===== config.mk =====
export PLATFORM = sky130hd
export DESIGN_NAME = demux_buf_flat
export DESIGN_NICKNAME = d
export VERILOG_FILES = /design/src/rtl/demux_buf_if.sv /design/src/rtl/demux_buf.sv /design/src/flat_wrapper.sv
export SDC_FILE = /design/constraint.sdc
export NUM_CORES = 1
export LEC_CHECK = 0
export CAP_MARGIN = 0
export CORE_AREA = 4 4 93 95
export DETAILED_ROUTE_END_ITERATION = 8
export DIE_AREA = 0 0 97 99
export PLACE_DENSITY = 0.76
export RECOVER_POWER = 100
export SYNTH_ARGS = -nofsm -noshare
export SYNTH_HDL_FRONTEND = slang
export SYNTH_SLANG_ARGS = --single-unit

===== constraint.sdc =====
create_clock -name clk -period 3.8 [get_ports clk]
set_input_delay 0.76 -clock clk [delete_from_list [all_inputs] [get_ports clk]]
set_output_delay 0.76 -clock clk [all_outputs]
set_load 0.005 [all_outputs]

===== src/rtl/demux_buf_if.sv =====
// demux_buf_if: producer-side and consumer-side signals of the buffered 1-to-2 demux.
interface demux_buf_if #(
    parameter int WIDTH = 16,
    parameter int CNT_W = 8
);
    logic [WIDTH-1:0] in_data;
    logic             in_sel;
    logic             in_valid;
    logic             in_ready;
    logic [WIDTH-1:0] out_a_data;
    logic             out_a_valid;
    logic             out_a_ready;
    logic [WIDTH-1:0] out_b_data;
    logic             out_b_valid;
    logic             out_b_ready;
    logic [CNT_W-1:0] cnt_a;
    logic [CNT_W-1:0] cnt_b;
    logic             busy;

    modport master (
        output in_data, in_sel, in_valid, out_a_ready, out_b_ready,
        input  in_ready, out_a_data, out_a_valid, out_b_data, out_b_valid, cnt_a, cnt_b, busy
    );
    modport slave (
        input  in_data, in_sel, in_valid, out_a_ready, out_b_ready,
        output in_ready, out_a_data, out_a_valid, out_b_data, out_b_valid, cnt_a, cnt_b, busy
    );
endinterface


===== src/rtl/demux_buf.sv =====
// demux_buf: steers each input word by in_sel into one of two 2-entry FIFOs,
// each drained through its own valid/ready port with a wrapping pop counter.
module demux_buf #(
    parameter int WIDTH = 16,
    parameter int CNT_W = 8
) (
    input logic         clk,
    input logic         rst,
    demux_buf_if.slave  bus
);
    logic [WIDTH-1:0] mem_q [2][2];
    logic [WIDTH-1:0] mem_d [2][2];
    logic [1:0]       occ_q [2];
    logic [1:0]       occ_d [2];
    logic [CNT_W-1:0] dcnt_q [2];
    logic [CNT_W-1:0] dcnt_d [2];
    logic [1:0]       wp_q, wp_d, rp_q, rp_d;
    logic [1:0]       push, pop, full, out_rdy;

    // index 0 is port A, index 1 is port B
    always_comb begin
        out_rdy = {bus.out_b_ready, bus.out_a_ready};
        for (int p = 0; p < 2; p++) begin
            full[p]   = occ_q[p] == 2'd2;
            push[p]   = bus.in_valid && !full[p] && (bus.in_sel == 1'(p));
            pop[p]    = (occ_q[p] != 2'd0) && out_rdy[p];
            mem_d[p]  = mem_q[p];
            if (push[p]) mem_d[p][wp_q[p]] = bus.in_data;
            wp_d[p]   = wp_q[p] ^ push[p];
            rp_d[p]   = rp_q[p] ^ pop[p];
            occ_d[p]  = occ_q[p] + 2'(push[p]) - 2'(pop[p]);
            dcnt_d[p] = dcnt_q[p] + CNT_W'(pop[p]);
        end
    end

    always_ff @(posedge clk or posedge rst) begin
        if (rst) begin
            for (int p = 0; p < 2; p++) begin
                mem_q[p]  <= '{default: '0};
                occ_q[p]  <= '0;
                dcnt_q[p] <= '0;
            end
            wp_q <= '0;
            rp_q <= '0;
        end else begin
            mem_q  <= mem_d;
            occ_q  <= occ_d;
            dcnt_q <= dcnt_d;
            wp_q   <= wp_d;
            rp_q   <= rp_d;
        end
    end

    // in_ready looks only at the selected FIFO's fill, never at consumer ready
    assign bus.in_ready    = !full[bus.in_sel];
    assign bus.out_a_valid = occ_q[0] != 2'd0;
    assign bus.out_b_valid = occ_q[1] != 2'd0;
    assign bus.out_a_data  = mem_q[0][rp_q[0]];
    assign bus.out_b_data  = mem_q[1][rp_q[1]];
    assign bus.cnt_a       = dcnt_q[0];
    assign bus.cnt_b       = dcnt_q[1];
    assign bus.busy        = bus.out_a_valid || bus.out_b_valid;
endmodule


===== src/flat_wrapper.sv =====
// flat-port wrapper written by rule: the top's interface ports become plain ports
module demux_buf_flat 
#(
    parameter int WIDTH = 16,
    parameter int CNT_W = 8
)
  (clk, rst, bus_in_data, bus_in_sel, bus_in_valid, bus_out_a_ready, bus_out_b_ready, bus_in_ready, bus_out_a_data, bus_out_a_valid, bus_out_b_data, bus_out_b_valid, bus_cnt_a, bus_cnt_b, bus_busy);
  demux_buf_if #(.WIDTH(WIDTH), .CNT_W(CNT_W)) bus_i ();
  input logic clk;
  input logic rst;
  input wire logic [$bits(bus_i.in_data)-1:0] bus_in_data;
  input wire logic [$bits(bus_i.in_sel)-1:0] bus_in_sel;
  input wire logic [$bits(bus_i.in_valid)-1:0] bus_in_valid;
  input wire logic [$bits(bus_i.out_a_ready)-1:0] bus_out_a_ready;
  input wire logic [$bits(bus_i.out_b_ready)-1:0] bus_out_b_ready;
  output wire logic [$bits(bus_i.in_ready)-1:0] bus_in_ready;
  output wire logic [$bits(bus_i.out_a_data)-1:0] bus_out_a_data;
  output wire logic [$bits(bus_i.out_a_valid)-1:0] bus_out_a_valid;
  output wire logic [$bits(bus_i.out_b_data)-1:0] bus_out_b_data;
  output wire logic [$bits(bus_i.out_b_valid)-1:0] bus_out_b_valid;
  output wire logic [$bits(bus_i.cnt_a)-1:0] bus_cnt_a;
  output wire logic [$bits(bus_i.cnt_b)-1:0] bus_cnt_b;
  output wire logic [$bits(bus_i.busy)-1:0] bus_busy;
  assign bus_i.in_data = bus_in_data;
  assign bus_i.in_sel = bus_in_sel;
  assign bus_i.in_valid = bus_in_valid;
  assign bus_i.out_a_ready = bus_out_a_ready;
  assign bus_i.out_b_ready = bus_out_b_ready;
  assign bus_in_ready = bus_i.in_ready;
  assign bus_out_a_data = bus_i.out_a_data;
  assign bus_out_a_valid = bus_i.out_a_valid;
  assign bus_out_b_data = bus_i.out_b_data;
  assign bus_out_b_valid = bus_i.out_b_valid;
  assign bus_cnt_a = bus_i.cnt_a;
  assign bus_cnt_b = bus_i.cnt_b;
  assign bus_busy = bus_i.busy;
  demux_buf #(.WIDTH(WIDTH), .CNT_W(CNT_W)) u_core (.clk(clk), .rst(rst), .bus(bus_i));
endmodule

=== Yosys cells after proc, flatten, opt, wreduce, memory -nomap -nowiden ===
Cells that the tools add are included.

* Register bits after elaboration: 88
* Output and inout port bits: 52
* Input port bits: 22
* Logic and storage cells: 62

* Mux-type cells: 14
* $add $sub $neg: 6
* Order comparisons: 7
* Reduce and logical (&&, ||, !) cells: 14
* Bitwise operators: 9
* Equality and inequality tests: 2

{| class="wikitable"
|+ Operators by type and width
! cell !! number
|-
| $mux W16 || 8
|-
| $bwmux W32 || 2
|-
| $demux W16 S1 || 2
|-
| $add A8 B1 Y8 || 2
|-
| $ge A2 B2 Y1 const B || 4
|-
| $logic_and A1 B1 Y1 || 8
|-
| $not A1 Y2 || 4
|-
| $add A2 B1 Y2 || 2
|-
| $eq A2 B2 Y1 const B || 2
|-
| $lt A2 B1 Y1 const B || 2
|-
| $reduce_bool A2 Y1 || 2
|-
| $sub A2 B1 Y2 || 2
|-
| $xor A1 B1 Y1 || 4
|-
| $logic_not A1 Y1 || 3
|-
| $lt A1 B2 Y1 const B || 1
|-
| $mux W1 || 2
|-
| $logic_or A1 B1 Y1 || 1
|-
| $not A1 Y1 || 1
|}

=== Longest topological paths before layout ===
* Depth in word-level cells: 6
* Depth in mapped cells: 7
* Gate-level depth less buffers: 7

=== Worst setup path before layout ===
No wires, ideal clock.

* Kind: input -> register
* From: in bus_in_sel
* To: reg u_core.mem_q[32] (netlist name)
* Setup time: 0.125 ns
* Path slack: 1.777 ns
* Data required time: 3.675 ns
* Arrival time: 1.898 ns
* Buffers on the path: 2
* Stages on the path: 5
* Path through: nor3b_1 > ha_1 > buf_2 > buf_6 > mux2_2

* Word-level cells in the longest chain between the ends: 2

{| class="wikitable"
|+ Ends and longest elaborated chain
! element !! RTL line !! text
|-
| start: declaration || flat_wrapper.sv:12 || <nowiki>input wire logic [$bits(bus_i.in_sel)-1:0] bus_in_sel;</nowiki>
|-
| $not A1 Y1 || demux_buf.sv:25 || <nowiki>push[p] = bus.in_valid && !full[p] && (bus.in_sel == 1'(p));</nowiki>
|-
| $logic_and A1 B1 Y1 || demux_buf.sv:25 ||
|-
| end signal: assignment || demux_buf.sv:46 || <nowiki>mem_q <= mem_d;</nowiki>
|-
| end: declaration || demux_buf.sv:11 || <nowiki>logic [WIDTH-1:0] mem_q [2][2];</nowiki>
|}

No other way between the ends.
A chain may end at the register's enable or synchronous reset.

=== Final worst setup path ===
* From: reg u_core.rp_q[1]
* To: out bus_out_b_data[0]

* Word-level cells in the longest chain between the ends: 4

{| class="wikitable"
|+ Ends and longest elaborated chain
! element !! RTL line !! text
|-
| start: declaration || demux_buf.sv:17 || <nowiki>logic [1:0] wp_q, wp_d, rp_q, rp_d;</nowiki>
|-
| start signal: assignment || demux_buf.sv:50 || <nowiki>rp_q <= rp_d;</nowiki>
|-
| $not A1 Y2 (not written as such) || demux_buf.sv:59 || <nowiki>assign bus.out_b_data = mem_q[1][rp_q[1]];</nowiki>
|-
| $mux W16 (not written as such) (3 in a row) || demux_buf.sv:59 ||
|-
| end: declaration || flat_wrapper.sv:19 || <nowiki>output wire logic [$bits(bus_i.out_b_data)-1:0] bus_out_b_data;</nowiki>
|}

No other way between the ends. The select of a mux whose other input is x is not followed.

==> flow_summary.yaml <==
detailed_routing:
  avgRoutedWirePerCell_microns: 15.9
  highest_layer: "met4"
  route.vias.total: 2216
  wl_microns: 7040
  wl_met1_microns: 3420
  first_pass_iters: 4
  via_per_inst: 5.00
  route.met3.wl_microns: 339
  drcViolationCount: 0
  wl_met2_microns: 3140
  final_antenna_net_count: 0
  drtIter0Drc: 52
worst_setup_path:
  crit_family: "flip-flops"
  critPathSlowestCell: "dfrtp_1"
  worst-setup-path-type: "register to output port"
  path_cells: "mux2_2, dlygate4sd3_1"
  worst-path-max-fanout: 17
  regToRegStartpoint: "u_core.occ_q[3]"
  worstPathRequired_ns: 3.04
  cpPeakStageDelay_ns: 0.88
  cp-end-kind: "output port"
  crit_path_start: "u_core.rp_q[1]"
  arrival_ns: 2.22
  cp_num_buf_inv: 1
  crit_path_start_kind: "register"
cts:
  cts.path.max_buffers: 2
  postCtsSetupBuffers: 0
  ctsHoldBuffers: 0
  numCtsBuffers: 9
  path_clk_slew_ns: 0.08
  cts_sinks: 88
  cts_tree: "yes"
  cts_resized: 0
  cts.root.buffer_cell: "clkbuf_8"
  cts_max_level: 3
  clk_latency_ns: 0.35
power:
  p_leak_nw: 2.09
  powerDensity_nw_per_um2: 816
  ir_worst_vdd_mv: 0.446
global_route:
  grt_pass1_wl_microns: 11900
  grt_pass1_vias: 2307
  grt_max_degree: 33
  grt_usage_pct: 15.7
  grt.overflow.total: 0
  grt_antenna_before_repair: 0
sta:
  fin_crit_sh_pct: 78.4
  finalSetupTns_ns: 0
  hold_viol_final: 0
  finClkSkew_ns: 0.00712
  slew-limit-headroom_pct: 25.0
  setup_viol: 0
  maxSlewViolCount: 0
  fmax_mhz: 335
  tightestPinTransition_ns: 1.12
  rsz0062_at_grt: "false"
  period_needed_ns: 2.98
cells_and_area:
  nets: 370
  drive_above_1_share_pct: 32.3
  final_cell_mix: "mux2_2, dfrtp_1, dlygate4sd3_1"
  final_common_cell: "mux2_2"
  areaGrowthSynthToFinish_pct: 24.7
  utilization_pct: 62.4
  antenna_cells: 0
placed_design:
  dp_hpwl_microns: 4840
  gp_congestion: 0.775
  port_buffers: 73
status:
  status: "completed"
logic_synthesis:
  synth_seq_cells: 88
  synth_area_per_cell_sq_um: 14.8
  synth_fp_nets: 293
  yosys_warnings: 0
  synth_cell_types: 24
  synthCells: 261
  synth_seq_area_share_pct: 57.0
  netlist_area_sq_um: 3870
floorplan:
  io-pin-count: 74
  core_area_sq_um: 7730
  die_y_microns: 99
  fp.dieW_microns: 97
  dieArea_sq_um: 9600
  initial_core_util_pct: 50.0
  rows: 32
worst_hold_path:
  hp-start: "u_core.bus.cnt_a[7]"
  hold_path_class: "register to register"
flow_run:
  cap_violations: 0
==> area by class of cell <==
| class | instances | area, sq um |
|---|---|---|
| flip-flops and latches | 88 | 2200 |
| clock buffers | 10 | 128 |
| multi-input cells | 153 | 1530 |
| repair buffers | 78 | 752 |
| fillers | 597 | 2910 |
| inverters | 8 | 31.3 |
| well taps | 102 | 128 |
| clock inverters | 4 | 47.5 |
==> Yosys cell counts (all sizes together) <==
cell    instances  share of area [%]
a31oi           1               0.16
buf            12                2.5
o21ai           1               0.13
mux2           97                 28
nand3           4               0.52
and3            2               0.32
nand2           6               0.58
nor3b           1               0.19
dfrtp          88                 57
nor2            1              0.097
ha             10                3.2
or2             3               0.49
a21oi           1               0.13
o2111a          1               0.29
inv             8               0.78
xor2            4               0.91
and4            1               0.23
xnor2          14                3.2
and2            2               0.39
nor2b           2               0.32
nand4           2               0.32
==> report_power, final <==
part           internal (mW)  switching (mW)  total [mW]  leakage (nW)
Combinational           1.11           0.515        1.62         0.940
Sequential              1.39           0.326        1.71          1.06
Clock                  0.295           0.302       0.597        0.0880
Total                   2.79            1.14        3.93          2.09
==> metal layers <==
layer | GRT usage (%) | up-vias
met5 | 0 | -
met4 | 7.13 | 0
met3 | 3.82 | 10
met2 | 22.7 | 60
met1 | 22.4 | 1090
li1 | - | 1056
==> logic make-up (layout without fill, tap and decap cells) <==
logic type      after synthesis  count (layout)  share of synthesized area (%)
xor+xnor                     18              18                           4.08
mux                          97              97                           28.3
buf+inv                      20             100                           3.30
simple gates                 24              24                           3.46
compound gates                4               4                          0.712
fa+ha+maj                    10              10                           3.24
flops                        88              88                           57.0
==> per-stage QoR <==
step | instance area, sq um | hold slack [ns] | std cells | power, mW | worst slack, ns
5_1_grt | 4820 | 0.498 | 443 | 4.22 | 0.719
6_report | 4820 | 0.466 | 443 | 3.93 | 0.819
3_3_place_gp | 4670 | 0.460 | 429 | 3.48 | 0.898
2_1_floorplan | 3870 | 0.468 | 261 | 2.64 | 0.761
4_1_cts | 4840 | 0.478 | 443 | 4.15 | 0.882
3_5_place_dp | 4670 | 0.463 | 429 | 3.53 | 0.898
==> path summary, 6_finish.rpt <==
path / cells after the start / to / slack (ns)
hold / removal: 1 / u_core.bus.cnt_a[7] / 0.47
setup reg to reg: 5 / u_core.mem_q[39] / 1.32
min in group asynchronous: 2 / u_core.bus.cnt_a[1] / 1.08
max in group asynchronous: 3 / u_core.mem_q[22] / 1.46
hold reg to reg: 1 / u_core.bus.cnt_a[7] / 0.47
setup / recovery: 2 / bus_out_b_data[0] / 0.82
==> flip-flops by register name (all words and copies together) (netlist names) <==
register          count
u_core.bus.cnt_a      8
u_core.occ_q          4
u_core.wp_q           2
u_core.mem_q         64
u_core.bus.cnt_b      8
u_core.rp_q           2
No activity file was read; power rests on OpenSTA's default activity.
